--- src/rtl/aes_pkg.sv ---
// Shared AES datapath definitions: state width, state type and byte-order helpers.
// Byte 0 of a state occupies bits [127:120]; byte 15 occupies bits [7:0].
package aes_pkg;

    localparam int AES_STATE_W   = 128;
    localparam int AES_NUM_BYTES = 16;

    typedef logic [AES_STATE_W-1:0] aes_state_t;

    function automatic logic [7:0] aes_get_byte(input aes_state_t s, input int unsigned idx);
        return s[AES_STATE_W-1-8*idx -: 8];
    endfunction

    function automatic aes_state_t aes_add_key(input aes_state_t s, input aes_state_t k);
        return s ^ k;
    endfunction

endpackage

--- src/rtl/add_round_key.sv ---
// AES AddRoundKey: combinational state^key plus a one-deep registered copy
// behind a valid/ready handshake that sustains one state per cycle.
module add_round_key
    import aes_pkg::*;
#(
    parameter int STATE_W = AES_STATE_W
) (
    input  logic               clk,
    input  logic               rst_n,
    input  logic [STATE_W-1:0] istate,
    input  logic [STATE_W-1:0] key,
    output logic [STATE_W-1:0] ostate,
    input  logic               in_valid,
    output logic               in_ready,
    output logic [STATE_W-1:0] out_data,
    output logic               out_valid,
    input  logic               out_ready
);

    generate
        if (STATE_W != AES_STATE_W) begin : g_width_check
            $error("add_round_key: only STATE_W == 128 is supported");
        end
    endgenerate

    aes_state_t sum_s;
    logic       accept_s;
    logic       consume_s;
    logic       in_ready_s;
    aes_state_t out_data_r;
    logic       out_valid_r;

    // XOR result and handshake qualifiers
    always_comb begin
        sum_s      = aes_add_key(istate, key);
        in_ready_s = !out_valid_r || out_ready;
        accept_s   = in_valid && in_ready_s;
        consume_s  = out_valid_r && out_ready;
    end

    // Output slot: load on accept, empty on consume-only, otherwise hold
    always_ff @(posedge clk or negedge rst_n) begin
        if (!rst_n) begin
            out_valid_r <= 1'b0;
            out_data_r  <= {AES_STATE_W{1'b0}};
        end else if (accept_s) begin
            out_valid_r <= 1'b1;
            out_data_r  <= sum_s;
        end else if (consume_s) begin
            out_valid_r <= 1'b0;
            out_data_r  <= out_data_r;
        end else begin
            out_valid_r <= out_valid_r;
            out_data_r  <= out_data_r;
        end
    end

    assign ostate    = sum_s;
    assign in_ready  = in_ready_s;
    assign out_data  = out_data_r;
    assign out_valid = out_valid_r;

endmodule

--- config.mk ---
export PLATFORM = sky130hd
export DESIGN_NAME = add_round_key
export DESIGN_NICKNAME = d
export VERILOG_FILES = /design/src/rtl/aes_pkg.sv /design/src/rtl/add_round_key.sv
export SDC_FILE = /design/constraint.sdc
export NUM_CORES = 1
export LEC_CHECK = 0
export CAP_MARGIN = 20
export CELL_PAD_IN_SITES_DETAIL_PLACEMENT = 1
export CELL_PAD_IN_SITES_GLOBAL_PLACEMENT = 2
export CORE_AREA = 2 2 199 201
export DETAILED_ROUTE_END_ITERATION = 6
export DIE_AREA = 0 0 201 203
export HOLD_SLACK_MARGIN = 0.08
export PLACE_DENSITY = 0.69
export SYNTH_ARGS = -nofsm -noshare
export SYNTH_HDL_FRONTEND = slang
export SYNTH_SLANG_ARGS = --single-unit
--- constraint.sdc ---
create_clock -name clk -period 1.3 [get_ports clk]
set_input_delay 0.39 -clock clk [delete_from_list [all_inputs] [get_ports clk]]
set_output_delay 0.39 -clock clk [all_outputs]
set_load 0.03 [all_outputs]
==> impl_results.md, run 1 <==
- Status: finished with violations
- Failing checks: setup timing
- Total CTS buffers: 17
- Placed insts: 1567
- CTS Root Cell: clkbuf_16
- Peak supply drop: between 0.0006 and 0.0007 V
- Die area: between 40000 and 50000 µm²
- Area growth syn-to-layout: 144.3%
- Dominant cell type by area after synthesis: dfrtp_1
- Fmax: around 640 MHz
- First-pass GRT wire length: ~44000 µm
- CTS tree: yes
- CTS sink count: roughly 130
- Layout cell share with drive strength beyond 1: 89.65%
- Max-cap violation count: 0
- CTS clk-pin slew, worst paths: 0.06 ns
- Fin crit share: 121.1%
- Sequential-to-total area share from yosys stat: between 40% and 50%
- Maximum root-to-sink buffer count: 2
- Hold WC Path Type: in -> reg
- Slew @ Worst Pin: 0.6311 ns
- Top post-synthesis cells by count: 129 x dfrtp_1, 128 x xor2_1, 103 x mux2_4, 25 x mux2_2, 11 x buf_12
- Post-DP HPWL: 21390 µm
- Core footprint: roughly 38000 µm²
- Worst setup margin: -0.2743 ns
- Port Buf Inserts: between 500 and 600
- CP Max Fanout: 2
- Skew final: between 0.007 and 0.008 ns
- FP Rows: a little over 70
- Leak: just over 8 nW
- Yosys cell types: 9
- Pwr Density: ~1300 nW/µm²
- Worst EP required: 0.91 ns
- Most common cell in the netlist: dfrtp_1
- Number of max-slew violations in the final report: 0
- Vias per inst: ~3.7
- Worst hold slack: between 0.4 and 0.5 ns
- Post-synth top flop: dfrtp_1
- GRT Total Usage: roughly 14%
- DRT iter0 DRCs: 105
- Drt total wl: roughly 30000 µm
- Routability Congestion: approximately 0.8
- Final nets: roughly 1600
- Fillers: 4238
- Vias in the first global route: roughly 7400
- Non-filler cells, final: approximately 1800
- Yosys top cell area share: 49.95%
- Worst setup EP type: output pin
- Mapped Area: 6462 µm²
- Die X: ~200 µm
- #FFs+latches synth: approximately 130
- Synth Area per Inst: approximately 16 µm²
- Critical Path AT: around 1.2 ns
- N_diodes: 0
- Number of synthesized flops with an enable pin: 0
- RSZ-0062 raised after global routing: true
- Post-layout minimum cycle time: ~1.6 ns
- Path type of the worst setup path: in -> out
- Top cells by area, synth: dfrtp_1 50%, mux2_4 24%, xor2_1 17%, mux2_2 4.4%, buf_12 3.4%
- Largest net degree at the start of global routing: 33
- Startpoint type of the worst setup path: input pin
- Via count: between 6000 and 7000
- Drt wl/cell: between 15 and 20 µm
- Die height: between 200 and 250 µm
- H-tree levels: 4
- Clock Latency Late Sink: ~0.43 ns
- # setup viols final: about 260
- Yosys warns: 0
- Max-slew headroom at the worst pin: between 50% and 60%
- Cell count after synthesis: 402
- Asr flop ratio synth: between 90% and 100%
- Initial core utilization: 16.80%
- Final Hold Viols: 0
- Drt drc: 0
- Initial antenna violation count: 2
- GRT Residual Overflow: 0
- Syn nets: 662
- DRT antenna net count: 0
- DR pass1 iterations: 4
- # IOs: slightly above 500
==> flip-flops by register name, summed over array words and instances (netlist names) <==
register,cells
out_data,128
out_valid,1
==> kinds of logic (layout without fill, tap and decap cells) <==
| family | count (synthesis) | after routing | share of synthesized area [%] |
|---|---|---|---|
| buffers and inverters | 14 | 924 | 3.930 |
| muxes | 128 | 128 | 28.29 |
| DFF | 129 | 129 | 49.95 |
| xor gates and xnor gates | 128 | 128 | 17.35 |
| and+or+nand+nor | 3 | 5 | 0.4840 |
==> report_power, final <==
| part | total (mW) | switching, mW | internal (mW) |
|---|---|---|---|
| logic | 10.4 | 4.82 | 5.60 |
| registers | 5.44 | 0.619 | 4.82 |
| clock network | 4.77 | 1.81 | 2.96 |
| total | 20.6 | 7.25 | 13.4 |
==> timing repair <==
item,CTS,global route
resized for setup,1249,73
endpoints found under the hold margin,20,0
cloned,2,3
buffers inserted,151,76
pin swaps,128,65
hold buffers,1,0
endpoints found under the setup margin,386,328
==> cell type report <==
type | count | area, µm² | area share (%)
Sequential cell | 129 | 3229 | 20.45
Multi-Input combinational cell | 261 | 4069 | 25.77
Clock buffer | 23 | 478.0 | 3.027
Tap cell | 518 | 648.1 | 4.105
Clock inverter | 9 | 106.4 | 0.6736
Timing Repair Buffer | 892 | 7258 | 45.97
==> metrics by stage <==
step / TNS [ns] / instance area [µm²] / setup WS, ns / utilization [%] / total power, mW
floorplan: -14.65 / 7271 / -0.1244 / - / 9.589
global route: -44.94 / 15790 / -0.3060 / 41.05 / 21.56
detailed placement: -118.78 / 13390 / -0.5962 / 34.82 / 13.81
CTS: -35.52 / 15420 / -0.2701 / 40.09 / 20.33
global placement: -117.17 / 13390 / -0.5836 / 34.82 / 13.74
finish: -35.15 / 15790 / -0.2743 / 41.05 / 20.63
==> routing by layer <==
layer	vias up	global-route usage (%)	routed length, µm
li1	3034	-	-
met1	3341	14.46	10690
met2	327	25.99	16280
met3	26	5.778	2504
met4	2	4.021	477
met5	-	0	13
==> cells in the final DEF (no fill, tap or decap), drive strengths merged <==
cell / instances
clkinv: 4
nand2b: 2
xor2: 128
buf: 887
clkdlybuf4s50: 1
dlygate4sd2: 1
nand2: 3
clkinvlp: 3
dlygate4sd3: 1
dfrtp: 129
mux2: 128
bufinv: 2
clkbuf: 25
==> worst paths after layout <==
check / start / to / slack [ns] / cells after the start
worst min-delay path: istate[47] / out_data[47] / 0.40 / 3
worst max-delay path: out_ready / in_ready / -0.27 / 4
worst min register to register: out_data[110] / out_data[110] / 0.53 / 1
min in group asynchronous: rst_n / out_data[103] / 0.44 / 2
max in group asynchronous: rst_n / out_data[22] / 0.34 / 3
worst max register to register: out_valid / out_data[67] / -0.24 / 5
==> critical path, cell delays in order <==
cell and delay [ns]:
clkdlybuf4s50_1 0.45, nand2b_4 0.12, buf_6 0.09, buf_6 0.12
(Power assumes the default switching activity.)
==> run 2, diff against run 1 <==
Settings changed: CORE_AREA 2 2 199 201 to 2 2 200 202, CTS_BUF_LIST set to sky130_fd_sc_hd__clkbuf_8, DIE_AREA 0 0 201 203 to 0 0 202 204, PLACE_DENSITY 0.69 to 0.68, SLEW_MARGIN set to 20.
==> run 2 against run 1 <==
Effect of this change: non-clock buffer count down 3; register-to-register slack worse by 0.08 ns; sequential power about the same; clock power down 11%; the run still ends with setup timing left; critical path type is now in -> reg; maximum frequency down 4.8%; largest power group unchanged; total power down 2.8%; global-route usage up 0.18 points; utilization down 1.1 points; critical endpoint is now out_data[24]; die area up 0.99%.
==> impl_results.md, run 2 (synthesis results as in run 1) <==
- Design area: 15670 µm² (was 15790 µm²)
- FP Rows: 73 (was 72)
- Slew @ Worst Pin: 0.5385 ns (was 0.6311 ns)
- Drt wl/cell: 16.52 µm (was 16.36 µm)
- Clock Latency Late Sink: 0.45 ns (was 0.43 ns)
- Number of max-slew violations in the final report: 0 (unchanged)
- CTS clk-pin slew, worst paths: 0.08 ns (was 0.06 ns)
- CP Max Fanout: 9 (was 2)
- Area growth syn-to-layout: 142.5% (was 144.3%)
- Initial antenna violation count: 0 (was 2)
- Total CTS buffers: 17 (unchanged)
- Skew final: 0.008856 ns (was 0.007195 ns)
- CTS tree: yes (unchanged)
- Vias per inst: 3.608 (was 3.674)
- First-pass GRT wire length: 44100 µm (was 43550 µm)
- RSZ-0062 raised after global routing: true (unchanged)
- Final Power: 20.04 mW (was 20.63 mW)
- # IOs: 518 (unchanged)
- Pwr Density: 1279 nW/µm² (was 1306 nW/µm²)
- DR pass1 iterations: 4 (unchanged)
- Via count: 6624 (was 6730)
- Status: finished with violations (unchanged)
- Commonest non-fill, non-tap cell in the layout: buf_4 (unchanged)
- GRT Total Usage: 14.21% (was 14.03%)
- Multi-input gate area: 4108 µm² (was 4069 µm²)
- Routability Congestion: 0.7344 (was 0.7832)
- Layout cell share with drive strength beyond 1: 89.78% (was 89.65%)
- Register area: 3229 µm² (unchanged)
- Worst setup EP type: flop (was output pin)
- Die area: 41210 µm² (was 40800 µm²)
- N_diodes: 0 (unchanged)
- Vias in the first global route: 7512 (was 7443)
- Maximum root-to-sink buffer count: 2 (unchanged)
- Core footprint: 39180 µm² (was 38470 µm²)
- GRT Residual Overflow: 0 (unchanged)
- Fmax: 605.0 MHz (was 635.2 MHz)
- Post-layout minimum cycle time: 1.653 ns (was 1.574 ns)
- Worst setup margin: -0.3529 ns (was -0.2743 ns)
- # setup viols final: 258 (unchanged)
- Most frequent cells in the layout: 366 x buf_4, 258 x buf_6, 248 x buf_2, 128 x dfrtp_1, 117 x xor2_2 (was 361 x buf_4, 266 x buf_6, 250 x buf_2, 128 x dfrtp_1, 122 x xor2_2)
- Fin crit share: 127.1% (was 121.1%)
- Fillers: 4325 (was 4238)
- Setup TNS: -43.59 ns (was -35.15 ns)
- Critical Path AT: 1.98 ns (was 1.18 ns)
- Final Hold Viols: 0 (unchanged)
- CTS Root Cell: clkbuf_8 (was clkbuf_16)
- Final nets: 1558 (was 1561)
- Peak supply drop: 0.0005155 V (was 0.0006534 V)
- Leak: 7.984 nW (was 8.043 nW)
- Drt drc: 0 (unchanged)
- Area after DPL: 13480 µm² (was 13390 µm²)
- CTS sink count: 129 (unchanged)
- Max-slew headroom at the worst pin: 64.10% (was 57.93%)
- Die X: 202 µm (was 201 µm)
- Max-cap violation count: 0 (unchanged)
- Largest net degree at the start of global routing: 33 (unchanged)
- DRT antenna net count: 0 (unchanged)
- Startpoint type of the worst setup path: input pin (unchanged)
- Hold WC Path Type: in -> reg (unchanged)
- Initial core utilization: 16.49% (was 16.80%)
- Failing checks: setup timing (unchanged)
- Post-DP HPWL: 21910 µm (was 21390 µm)
- Path type of the worst setup path: in -> reg (was in -> out)
- H-tree levels: 4 (unchanged)
- Setup WS pre-CTS: -0.6295 ns (was -0.5962 ns)
- Worst EP required: 1.63 ns (was 0.91 ns)
- Drt total wl: 30340 µm (was 29960 µm)
- Port Buf Inserts: 517 (unchanged)
- Die height: 204 µm (was 203 µm)
- DRT iter0 DRCs: 117 (was 105)
- Max reg flops: 128 (unchanged)
==> run 2: cell count changes in the layout (fill, tap and decap cells not counted), moves of 4 or more <==
cell,delta
buf_4,+5
buf_6,-8
xor2_2,-5
clkbuf_16,-19
clkbuf_8,+17
xor2_4,+5
buf_12,+4
==> run 2: critical path: stages <==
cell             delay (ns)
clkdlybuf4s50_1        0.49
nand2b_4               0.14
buf_4                  0.20
nand2_8                0.13
bufbuf_16              0.33
mux2_4                 0.29
==> run 2: through the flow <==
step	utilization, %	cells	hold WS (ns)
finish	39.99	1836	0.3922
global route	39.99	1836	0.3619
CTS	39.56	1769	0.3709
detailed placement	34.40	1581	0.3064
global placement	34.40	1581	0.3057
floorplan	-	402	0.09441
==> run 2: what timing repair did <==
action	4_1_cts	5_1_grt
resized for setup	1242	77
endpoints found under the setup margin	386	330
pin swaps	129	69
hold buffers	1	0
setup buffers	152	67
cloned	3	0
hold endpoints to repair	20	0
==> run 2: final timing paths <==
check                             start       endpoint  slack, ns  cells after the start
setup / recovery              out_ready   out_data[24]      -0.35                      6
hold / removal                  key[54]   out_data[54]       0.39                      3
setup reg to reg              out_valid   out_data[24]      -0.32                      5
hold reg to reg            out_data[18]   out_data[18]       0.54                      1
max in group asynchronous         rst_n   out_data[29]       0.35                      3
min in group asynchronous         rst_n  out_data[127]       0.43                      2
==> run 2: layout make-up <==
class | instances | share of cell area (%)
Tap cell | 525 | 4.192
Sequential cell | 129 | 20.61
Clock buffer | 20 | 1.757
Clock inverter | 12 | 1.302
Timing Repair Buffer | 889 | 45.92
Multi-Input combinational cell | 261 | 26.22
==> run 2: where the power goes <==
group	switching [mW]	internal, mW
clock	1.81	2.45
combinational	4.80	5.55
sequential	0.628	4.81
==> run 2: per-layer routing <==
metal	vias up	track usage [%]	wire [µm]
li1	3017	-	-
met1	3272	15.73	11250
met2	314	25.54	16120
met3	21	4.943	2480
met4	0	4.359	485
met5	-	0	0
